`src/rtl/multiplier_control_unit_pkg.sv`:
```
// Shared definitions for the add-shift signed multiplier: operand width and
// the control FSM state type used by the sequencer.
package mult_ctrl_pkg;

  localparam int MULT_N = 8;

  typedef enum logic [2:0] {
    IDLE  = 3'd0,
    START = 3'd1,
    ADD   = 3'd2,
    SHIFT = 3'd3,
    HOLD  = 3'd4
  } mult_state_t;

endpackage

```
`src/rtl/multiplier_control_unit.sv`:
```
// Sequencer for the add-shift signed multiplier: clears A/X, runs N add/shift
// iterations (subtract on the last for two's-complement), then holds until Run drops.
module multiplier_control_unit
  import mult_ctrl_pkg::*;
#(
  parameter  int N     = MULT_N,
  localparam int CNT_W = (N > 1) ? $clog2(N) : 1
) (
  input  logic CLK,
  input  logic Reset,
  input  logic Run,
  input  logic ClearA_LoadB,
  input  logic M,
  output logic Clr_Ld,
  output logic ClearA,
  output logic Add,
  output logic Sub,
  output logic Shift_En,
  output logic Busy
);

  localparam logic [CNT_W-1:0] LAST_ITER = CNT_W'(N - 1);

  mult_state_t      r_state;
  mult_state_t      w_next_state;
  logic [CNT_W-1:0] r_cnt;
  logic             w_last;

  assign w_last = (r_cnt == LAST_ITER);

  // State and iteration counter; the counter saturates at the last iteration.
  always_ff @(posedge CLK) begin
    if (Reset) begin
      r_state <= IDLE;
      r_cnt   <= '0;
    end else begin
      r_state <= w_next_state;
      if (r_state == START) begin
        r_cnt <= '0;
      end else if ((r_state == SHIFT) && !w_last) begin
        r_cnt <= r_cnt + CNT_W'(1);
      end
    end
  end

  always_comb begin
    w_next_state = r_state;
    unique case (r_state)
      IDLE:    w_next_state = Run ? START : IDLE;
      START:   w_next_state = ADD;
      ADD:     w_next_state = SHIFT;
      SHIFT:   w_next_state = w_last ? HOLD : ADD;
      HOLD:    w_next_state = Run ? HOLD : IDLE;
      default: w_next_state = IDLE;
    endcase
  end

  // Reset masks every control strobe in the same cycle so a mid-run abort
  // never issues a stray add or shift to the datapath.
  always_comb begin
    Clr_Ld   = 1'b0;
    ClearA   = 1'b0;
    Add      = 1'b0;
    Sub      = 1'b0;
    Shift_En = 1'b0;
    Busy     = 1'b0;
    if (!Reset) begin
      unique case (r_state)
        IDLE: Clr_Ld = ClearA_LoadB;
        START: begin
          ClearA = 1'b1;
          Busy   = 1'b1;
        end
        ADD: begin
          Add  = M & ~w_last;
          Sub  = M &  w_last;
          Busy = 1'b1;
        end
        SHIFT: begin
          Shift_En = 1'b1;
          Busy     = 1'b1;
        end
        HOLD:    Busy = 1'b0;
        default: Busy = 1'b0;
      endcase
    end
  end

endmodule
```
`config.mk`:
```
export PLATFORM = sky130hd
export DESIGN_NAME = multiplier_control_unit
export DESIGN_NICKNAME = d
export VERILOG_FILES = /design/src/rtl/multiplier_control_unit_pkg.sv /design/src/rtl/multiplier_control_unit.sv
export SDC_FILE = /design/constraint.sdc
export NUM_CORES = 1
export LEC_CHECK = 0
export CAP_MARGIN = 20
export CORE_AREA = 10 10 47 49
export CTS_CLUSTER_SIZE = 16
export DETAILED_ROUTE_END_ITERATION = 6
export DIE_AREA = 0 0 57 59
export PLACE_DENSITY_LB_ADDON = 0.05
export SLEW_MARGIN = 10
export SYNTH_ARGS = -nofsm -noshare
export SYNTH_HDL_FRONTEND = slang
export SYNTH_SLANG_ARGS = --single-unit
```
`constraint.sdc`:
```
create_clock -name CLK -period 1.88 [get_ports CLK]
set_input_delay 0.188 -clock CLK [delete_from_list [all_inputs] [get_ports CLK]]
set_output_delay 0.188 -clock CLK [all_outputs]
set_load 0.03 [all_outputs]
```
After elaboration in Yosys (flattened, before gate mapping) --
Index checks and enable logic that the tools add are counted.
Storage, ports and cells: bits in registers 6, latch bits 0, bits in writable memories 0, bits in read-only memories 0, bits of input ports 5, memories 0
Operators by class: add/subtract/negate cells 1, multipliers 0, divide/modulo/power cells 0, magnitude comparators 0, equality and inequality tests 5, shifts and indexed selects 0, multiplexer cells 16, bitwise logic cells 3, reductions and logical operators 5
Operators by type and width (count):
- 3-bit one-hot mux with 5 select lines | 1
- 1-bit 2-to-1 mux | 13
- 3-bit by 2-bit equality test with 1-bit output, second input constant | 2
- 3-bit equality test, second input constant | 2
- 3-bit 2-to-1 mux | 2
- 3-bit by 1-bit adder with 3-bit output, second input constant | 1
- 3-bit by 1-bit equality test with 1-bit output, second input constant | 1
- 3-bit logical NOT | 1
- 3-bit OR reduction | 1
- 1-bit AND | 2
- 2-bit OR reduction | 1
- 1-bit logical AND | 1
- 1-bit logical NOT | 1
- 1-bit NOT | 1

Depth between registers and ports, before layout --
Gate-level depths: netlist (run 1).
depth after elaboration 5, mapped depth 5, gate-level depth less buffers 5

Least setup slack after synthesis (run 1) --
No wires, ideal clock.
kind reg2out, start reg r_cnt[0], end out Add, arrival 1.728 ns, data required time 1.692 ns, slack -0.036 ns, stages on the path, launching flop included 4, buffers on the path 0, cells stage by stage dfxtp_1 -> ha_1 -> ha_1 -> nor4b_1
On the way: longest elaborated chain between the ends 5
Ends and longest elaborated chain:
- from (decl) | RTL line multiplier_control_unit.sv:26 | logic [CNT_W-1:0] r_cnt;
- from (signal assigned) | RTL line multiplier_control_unit.sv:41 | r_cnt <= r_cnt + CNT_W'(1);
- 3-bit equality test | RTL line multiplier_control_unit.sv:29 | assign w_last = (r_cnt == LAST_ITER);
- 1-bit NOT | RTL line multiplier_control_unit.sv:75 | Add = M & ~w_last;
- 1-bit AND | RTL line multiplier_control_unit.sv:75
- 1-bit 2-to-1 mux | RTL line multiplier_control_unit.sv:68 | unique case (r_state)
- 1-bit 2-to-1 mux | RTL line multiplier_control_unit.sv:67 | if (!Reset) begin
- to (decl) | RTL line multiplier_control_unit.sv:16 | output logic Add,
Every way passes these cells.

Final worst setup path (run 1) --
start reg r_state[0], end out ClearA
On the way: longest elaborated chain between the ends 3
Ends and longest elaborated chain:
- from (decl) | RTL line multiplier_control_unit.sv:24 | mult_state_t r_state;
- from (signal assigned) | RTL line multiplier_control_unit.sv:37 | r_state <= w_next_state;
- 3-bit by 1-bit equality test with 1-bit output | RTL line multiplier_control_unit.sv:68
- 1-bit 2-to-1 mux | RTL line multiplier_control_unit.sv:68
- 1-bit 2-to-1 mux | RTL line multiplier_control_unit.sv:67
- to (decl) | RTL line multiplier_control_unit.sv:15 | output logic ClearA,
Every way passes these cells.

==> results.cfg, run 1 <==
[sta]
fin_ws_ps = 248.0
finalHoldViolCount = 0
fin_skew_ps = 7.445
whs_ps = 506.1
tns_ps = 0
rsz0062_at_grt = no
setup_viol = 0
finalCriticalPeriod_ps = 1632
tightest_slew_ps = 302.0
max_freq_ghz = 0.6127
maxSlewHeadroom_pct = 79.84
maxSlewViolCount = 0
fin_crit_sh_pct = 86.81

[floorplan]
rows = 14
start_util_pct = 23.57
die_area_um2 = 3363
core_area_um2 = 1401
die_w_um = 57
fp.dieH_um = 59
ios = 11

[logic_synthesis]
synth_top_area_share_pct = 36.36
syn_inst = 36
netlist_area_um2 = 330.3
synth-edff-count = 0
ys_ff_latch = 6
synth-main-ff-cell = dfxtp_1
synth_cell_types = 19
async_flop_share_pct = 0
synth.largest_area_cell = dfxtp_1
ys_top_cells_by_area = dfxtp_1, ha_1, nor2_1
ys_seq_area_share_pct = 36.36
syn-num-nets = 44
synth_commonest_cells = dfxtp_1, nor2_1, ha_1
syn_area_per_cell_um2 = 9.175
ys_warn_count = 0

[place]
dp_cells = 61
io_buffer_count = 10
place.gp.congestion = 0.6621
place_worst_setup_slack_ps = 70.10
dpl.hpwl_um = 619.7

[detailed_routing]
wl_met2_um = 400
remaining_drc_errors = 0
top_layer = met3
routed-wl-met3_um = 55
m1WireLength_um = 334
drt_wl_total_um = 791
ant_nets = 0
first_iter_violations = 1
post_drt_wl_per_cell_um = 12.36
drt_pass1_iterations = 2
via_per_inst = 4.594
vias = 294

[setup_path]
endpoint_kind = primary output
reg2reg_to = r_cnt[1]$_SDFFE_PP0P_
cp-startpoint = r_state[0]$_SDFF_PP0_
cp_max_fo = 9
endpoint = ClearA
max_stage_delay_ps = 490
arrival_ps = 1440
slowest_stage = dfxtp_1
r2r_slack_ps = 390
cp_top_family = flip-flops
crit_required_ps = 1690
critPathBufInv = 1
reg2reg_depth = 5
criticalPathCategory = flop to primary output
r2r-start = r_cnt[0]$_SDFFE_PP0P_
cp_cell_sequence = nand2b_1 > nor3_1 > dlygate4sd2_1
worstSetupPathDepth = 3
cp-start-kind = flop

[power]
power_frac_seq_pct = 45.4
p_int_uw = 226.6
total_power_uw = 308.3
power.static_leakage_nw = 0.1984
comb_power_share_pct = 15.9
switching_share_pct = 26.49
p_per_area_nw_per_um2 = 671.3
vdd_drop_max_uv = 244.7
p_clk_share_pct = 38.8
power_switching_uw = 81.64

[clock_tree]
cts_root_buf = clkbuf_4
htreeDepth = 1
ctsHoldBuffers = 0
cts_buffers = 3
cts_setup_buffers = 0
clk_pin_slew_ps = 50
cts.sinks = 6
cts_resized = 2
clockBufferDepth = 2
cts_tree = done
clk_latency_ps = 240

[global_route]
grt_pass1_vias = 279
overflow = 0
grt_antenna_before_repair = 0
grtUsageTotal_pct = 4.929
grt_max_degree = 10
grt_pass1_wl_um = 1255

[layout]
finalNonFillerCells = 64
fill_cells = 159
n_antenna_cell = 0
layout-drive-gt1-share_pct = 20.83
areaGrowthSynthToFinish_pct = 39.01
nets = 58

[min_path]
hold_class = flop to flop
hp-start = r_cnt[1]$_SDFFE_PP0P_

[status]
status = completed

[job]
cap_violations = 0
[sequential cells by signal, summed over array words and instances (netlist names)]
| signal | flops |
|---|---|
| r_cnt | 3 |
| r_state | 3 |
[power by group through the flow]
stage	Clock [mW]	Sequential, mW	Combinational, mW
after CTS	0.127	0.140	0.0495
after floorplan	0	0.137	0.0343
after global placement	0	0.142	0.0511
after global routing	0.136	0.141	0.0532
after detailed placement	0	0.142	0.0513
final	0.120	0.140	0.0489
[worst min-delay path, delay by kind of cell (launching register included)]
| kind | cells | cell delay, ps |
|---|---|---|
| mux | 1 | 70 |
| simple gates | 1 | 80 |
| flops | 1 | 320 |
[per-stage QoR]
step                      area (um^2)  utilization, %
after floorplan                 336.6               -
after global placement          439.2           31.34
after detailed placement        439.2           31.34
after CTS                       459.2           32.77
after global routing            459.2           32.77
final                           459.2           32.77
[layer usage]
metal / track usage [%] / vias to the layer above
met4: 4.027 / 0
met2: 7.442 / 8
met5: 0 / -
li1: - / 155
met3: 2.361 / 0
met1: 5.113 / 131
[placed cells by master, fill, tap and decap left out]
cell,count
a21oi_1,1
and2_1,1
and3_1,2
and4bb_4,1
buf_4,4
clkbuf_4,3
clkdlybuf4s50_1,4
dfxtp_1,6
dlygate4sd2_1,2
ha_1,3
mux2i_1,2
nand2_1,2
nand2b_1,1
nand3_1,2
nand4b_1,1
nor2_1,6
nor3_1,2
nor3_2,1
nor4b_2,1
o21ai_0,1
o21bai_1,1
xnor2_1,1
[worst min-delay path by stage]
stage | to | slack, ps | depth (start not counted)
2_1_floorplan | r_state[2]$_SDFF_PP0_ | 260 | 1
3_3_place_gp | r_cnt[1]$_SDFFE_PP0P_ | 480 | 2
3_5_place_dp | r_cnt[1]$_SDFFE_PP0P_ | 490 | 2
4_1_cts | r_cnt[1]$_SDFFE_PP0P_ | 500 | 2
5_1_grt | r_cnt[1]$_SDFFE_PP0P_ | 540 | 2
6_report | r_cnt[1]$_SDFFE_PP0P_ | 510 | 2
[cells by family (layout without fill, tap and decap cells)]
logic type               Yosys count  in the layout  share of synthesized area [%]
AO/OA/AOI/OAI                      3              3                          5.301
XOR/XNOR                           1              1                          2.652
adder cells (fa/ha/maj)            3              3                          11.36
buffers and inverters              1             13                          2.274
flip-flops                         6              6                          36.37
multiplexers                       2              2                          6.061
AND/OR/NAND/NOR                   20             20                          35.99
[area by class of cell]
| class | count | area, um^2 | area share [%] |
|---|---|---|---|
| Clock buffer | 3 | 22.52 | 4.905 |
| Tap cell | 16 | 20.02 | 4.360 |
| Sequential cell | 6 | 120.1 | 26.16 |
| Timing Repair Buffer | 10 | 87.58 | 19.07 |
| Multi-Input combinational cell | 29 | 209.0 | 45.50 |
Power figures use the tool's default switching activity.
==> run 2: changes to the inputs <==
GPL_TIMING_DRIVEN = 0   (was default)
==> run 2 against run 1 <==
Compared with the run above:
- final area is 3.5% higher
- utilization rose by 1.2 points
- clock-buffer cell count unchanged
- highest routed layer unchanged
- critical path depth increased by 2
- register-to-register slack barely moved
- flip-flop and latch count unchanged
- largest power group unchanged
==> results.cfg, run 2 (synthesized netlist as in run 1, its figures left out) <==
[layout]
top_regs = r_cnt: 3 flops, r_state: 3 flops
finalNonFillerCells = 65
n_antenna_cell = 0
final_cell_mix = nor2_1, dfxtp_1, clkdlybuf4s50_1
areaGrowthSynthToFinish_pct = 43.94
layout-drive-gt1-share_pct = 16.33
nets = 59

[min_path]
holdPathEnd = r_cnt[1]$_SDFFE_PP0P_
whs_path_depth = 2
hp-start = r_cnt[1]$_SDFFE_PP0P_
hold_class = flop to flop

[setup_path]
critPathBufInv = 1
cp-start-kind = flop
reg2reg_to = r_cnt[1]$_SDFFE_PP0P_
reg2reg_depth = 5
criticalPathCategory = flop to primary output
crit_required_ps = 1690
cp-startpoint = r_cnt[0]$_SDFFE_PP0P_
cp_max_fo = 3
cp_top_family = buffers and inverters
cp_common_cell = ha_1
max_stage_delay_ps = 430
r2r-start = r_cnt[0]$_SDFFE_PP0P_
cp_cell_sequence = ha_1 > ha_1 > nand2_1 > nor3_1 > dlygate4sd2_1
r2r_slack_ps = 390
slowest_stage = dlygate4sd2_1
endpoint_kind = primary output
arrival_ps = 1580

[clock_tree]
cts_buffers = 3
clk_pin_slew_ps = 50
cts.sinks = 6
htreeDepth = 1
clk_latency_ps = 240
cts_tree = done
cts_resized = 4
ctsHoldBuffers = 0
cts_root_buf = clkbuf_4
clockBufferDepth = 2
cts_setup_buffers = 0

[power]
p_per_area_nw_per_um2 = 654.4
vdd_drop_max_uv = 281.9
p_clk_share_pct = 38.5
power_frac_seq_pct = 43.8
power_switching_uw = 81.86
comb_power_share_pct = 17.7
p_int_uw = 229.3
switching_share_pct = 26.31
power.static_leakage_nw = 0.2348
total_power_uw = 311.1

[global_route]
grt_pass1_wl_um = 1283
grt_antenna_before_repair = 0
overflow = 0
grt_pass1_vias = 309
grt_max_degree = 10
grtUsageTotal_pct = 4.896

[sta]
tightest_slew_ps = 321.4
finalHoldViolCount = 0
fin_skew_ps = 3.155
fin_ws_ps = 107.6
maxSlewViolCount = 0
rsz0062_at_grt = no
maxSlewHeadroom_pct = 78.54
setup_viol = 0
finalCriticalPeriod_ps = 1772
fin_crit_sh_pct = 94.28
max_freq_ghz = 0.5642

[detailed_routing]
via_per_inst = 4.523
remaining_drc_errors = 0
drt_wl_total_um = 781
first_iter_violations = 0
vias = 294
drt_pass1_iterations = 1
ant_nets = 0
post_drt_wl_per_cell_um = 12.02

[floorplan]
ios = 11
rows = 14
die_w_um = 57
core_area_um2 = 1401
fp.dieH_um = 59
die_area_um2 = 3363
start_util_pct = 23.57

[job]
cap_violations = 0

[place]
io_buffer_count = 10
place.gp.congestion = 0.6763
dp_cells = 62
dpl.hpwl_um = 625.9
place_worst_setup_slack_ps = -210.4

[status]
status = completed
-- run 2: cell types whose count changed in the layout (fill, tap and decap cells not counted), sizes merged --
cell          change
buf               -3
clkbuf            +1
dlygate4sd2       +1
dlymetal6s2s      +2
-- run 2: layout make-up --
cell class | instances | area (um^2)
plain buffers | 1 | 7.507
flip-flops and latches | 6 | 120.1
repair buffers | 10 | 96.34
well taps | 16 | 20.02
fillers | 161 | 925.9
multi-input cells | 29 | 209.0
clock buffers | 3 | 22.52
-- run 2: metal layers --
metal	routed length (um)	GRT usage, %
met5	0	0
met1	337	4.665
met3	65	2.575
met2	378	7.752
met4	0	4.027
-- run 2: stage by stage --
step | TNS (ps) | area (um^2) | hold WS, ps | util [%]
after floorplan | 0 | 336.6 | 257.1 | -
final | 0 | 475.5 | 507.2 | 33.93
after global placement | -528.2 | 456.7 | 482.8 | 32.59
after CTS | 0 | 474.2 | 511.6 | 33.84
after detailed placement | -569.0 | 456.7 | 499.9 | 32.59
after global routing | 0 | 475.5 | 544.5 | 33.93
-- run 2: how the worst max path moves through the flow --
| stage | endpoint | slack, ps | cells after the start |
|---|---|---|---|
| 2_1_floorplan | Sub | 330 | 4 |
| 3_3_place_gp | Add | -190 | 4 |
| 3_5_place_dp | Add | -210 | 4 |
| 4_1_cts | Add | 20 | 4 |
| 5_1_grt | Sub | 10 | 5 |
| 6_report | Sub | 110 | 5 |
-- run 2: power by group through the flow --
| stage | combinational [mW] | clock (mW) | sequential, mW |
|---|---|---|---|
| floorplan | 0.0343 | 0 | 0.137 |
| global placement | 0.0580 | 0 | 0.139 |
| detailed placement | 0.0582 | 0 | 0.139 |
| CTS | 0.0566 | 0.128 | 0.136 |
| global route | 0.0605 | 0.136 | 0.137 |
| finish | 0.0552 | 0.120 | 0.136 |
-- run 2: tightest hold or removal path, delay by kind of cell (launching register included) --
kind	cells	cell delay (ps)
AND/OR/NAND/NOR	1	70
flip-flops	1	330
multiplexers	1	70
==> run 3: changes to the inputs <==
CTS_BUF_LIST = sky130_fd_sc_hd__clkbuf_4   (was default)
==> results of run 3 <==
No change in the layout: final DEF, timing and power equal those of run 2.
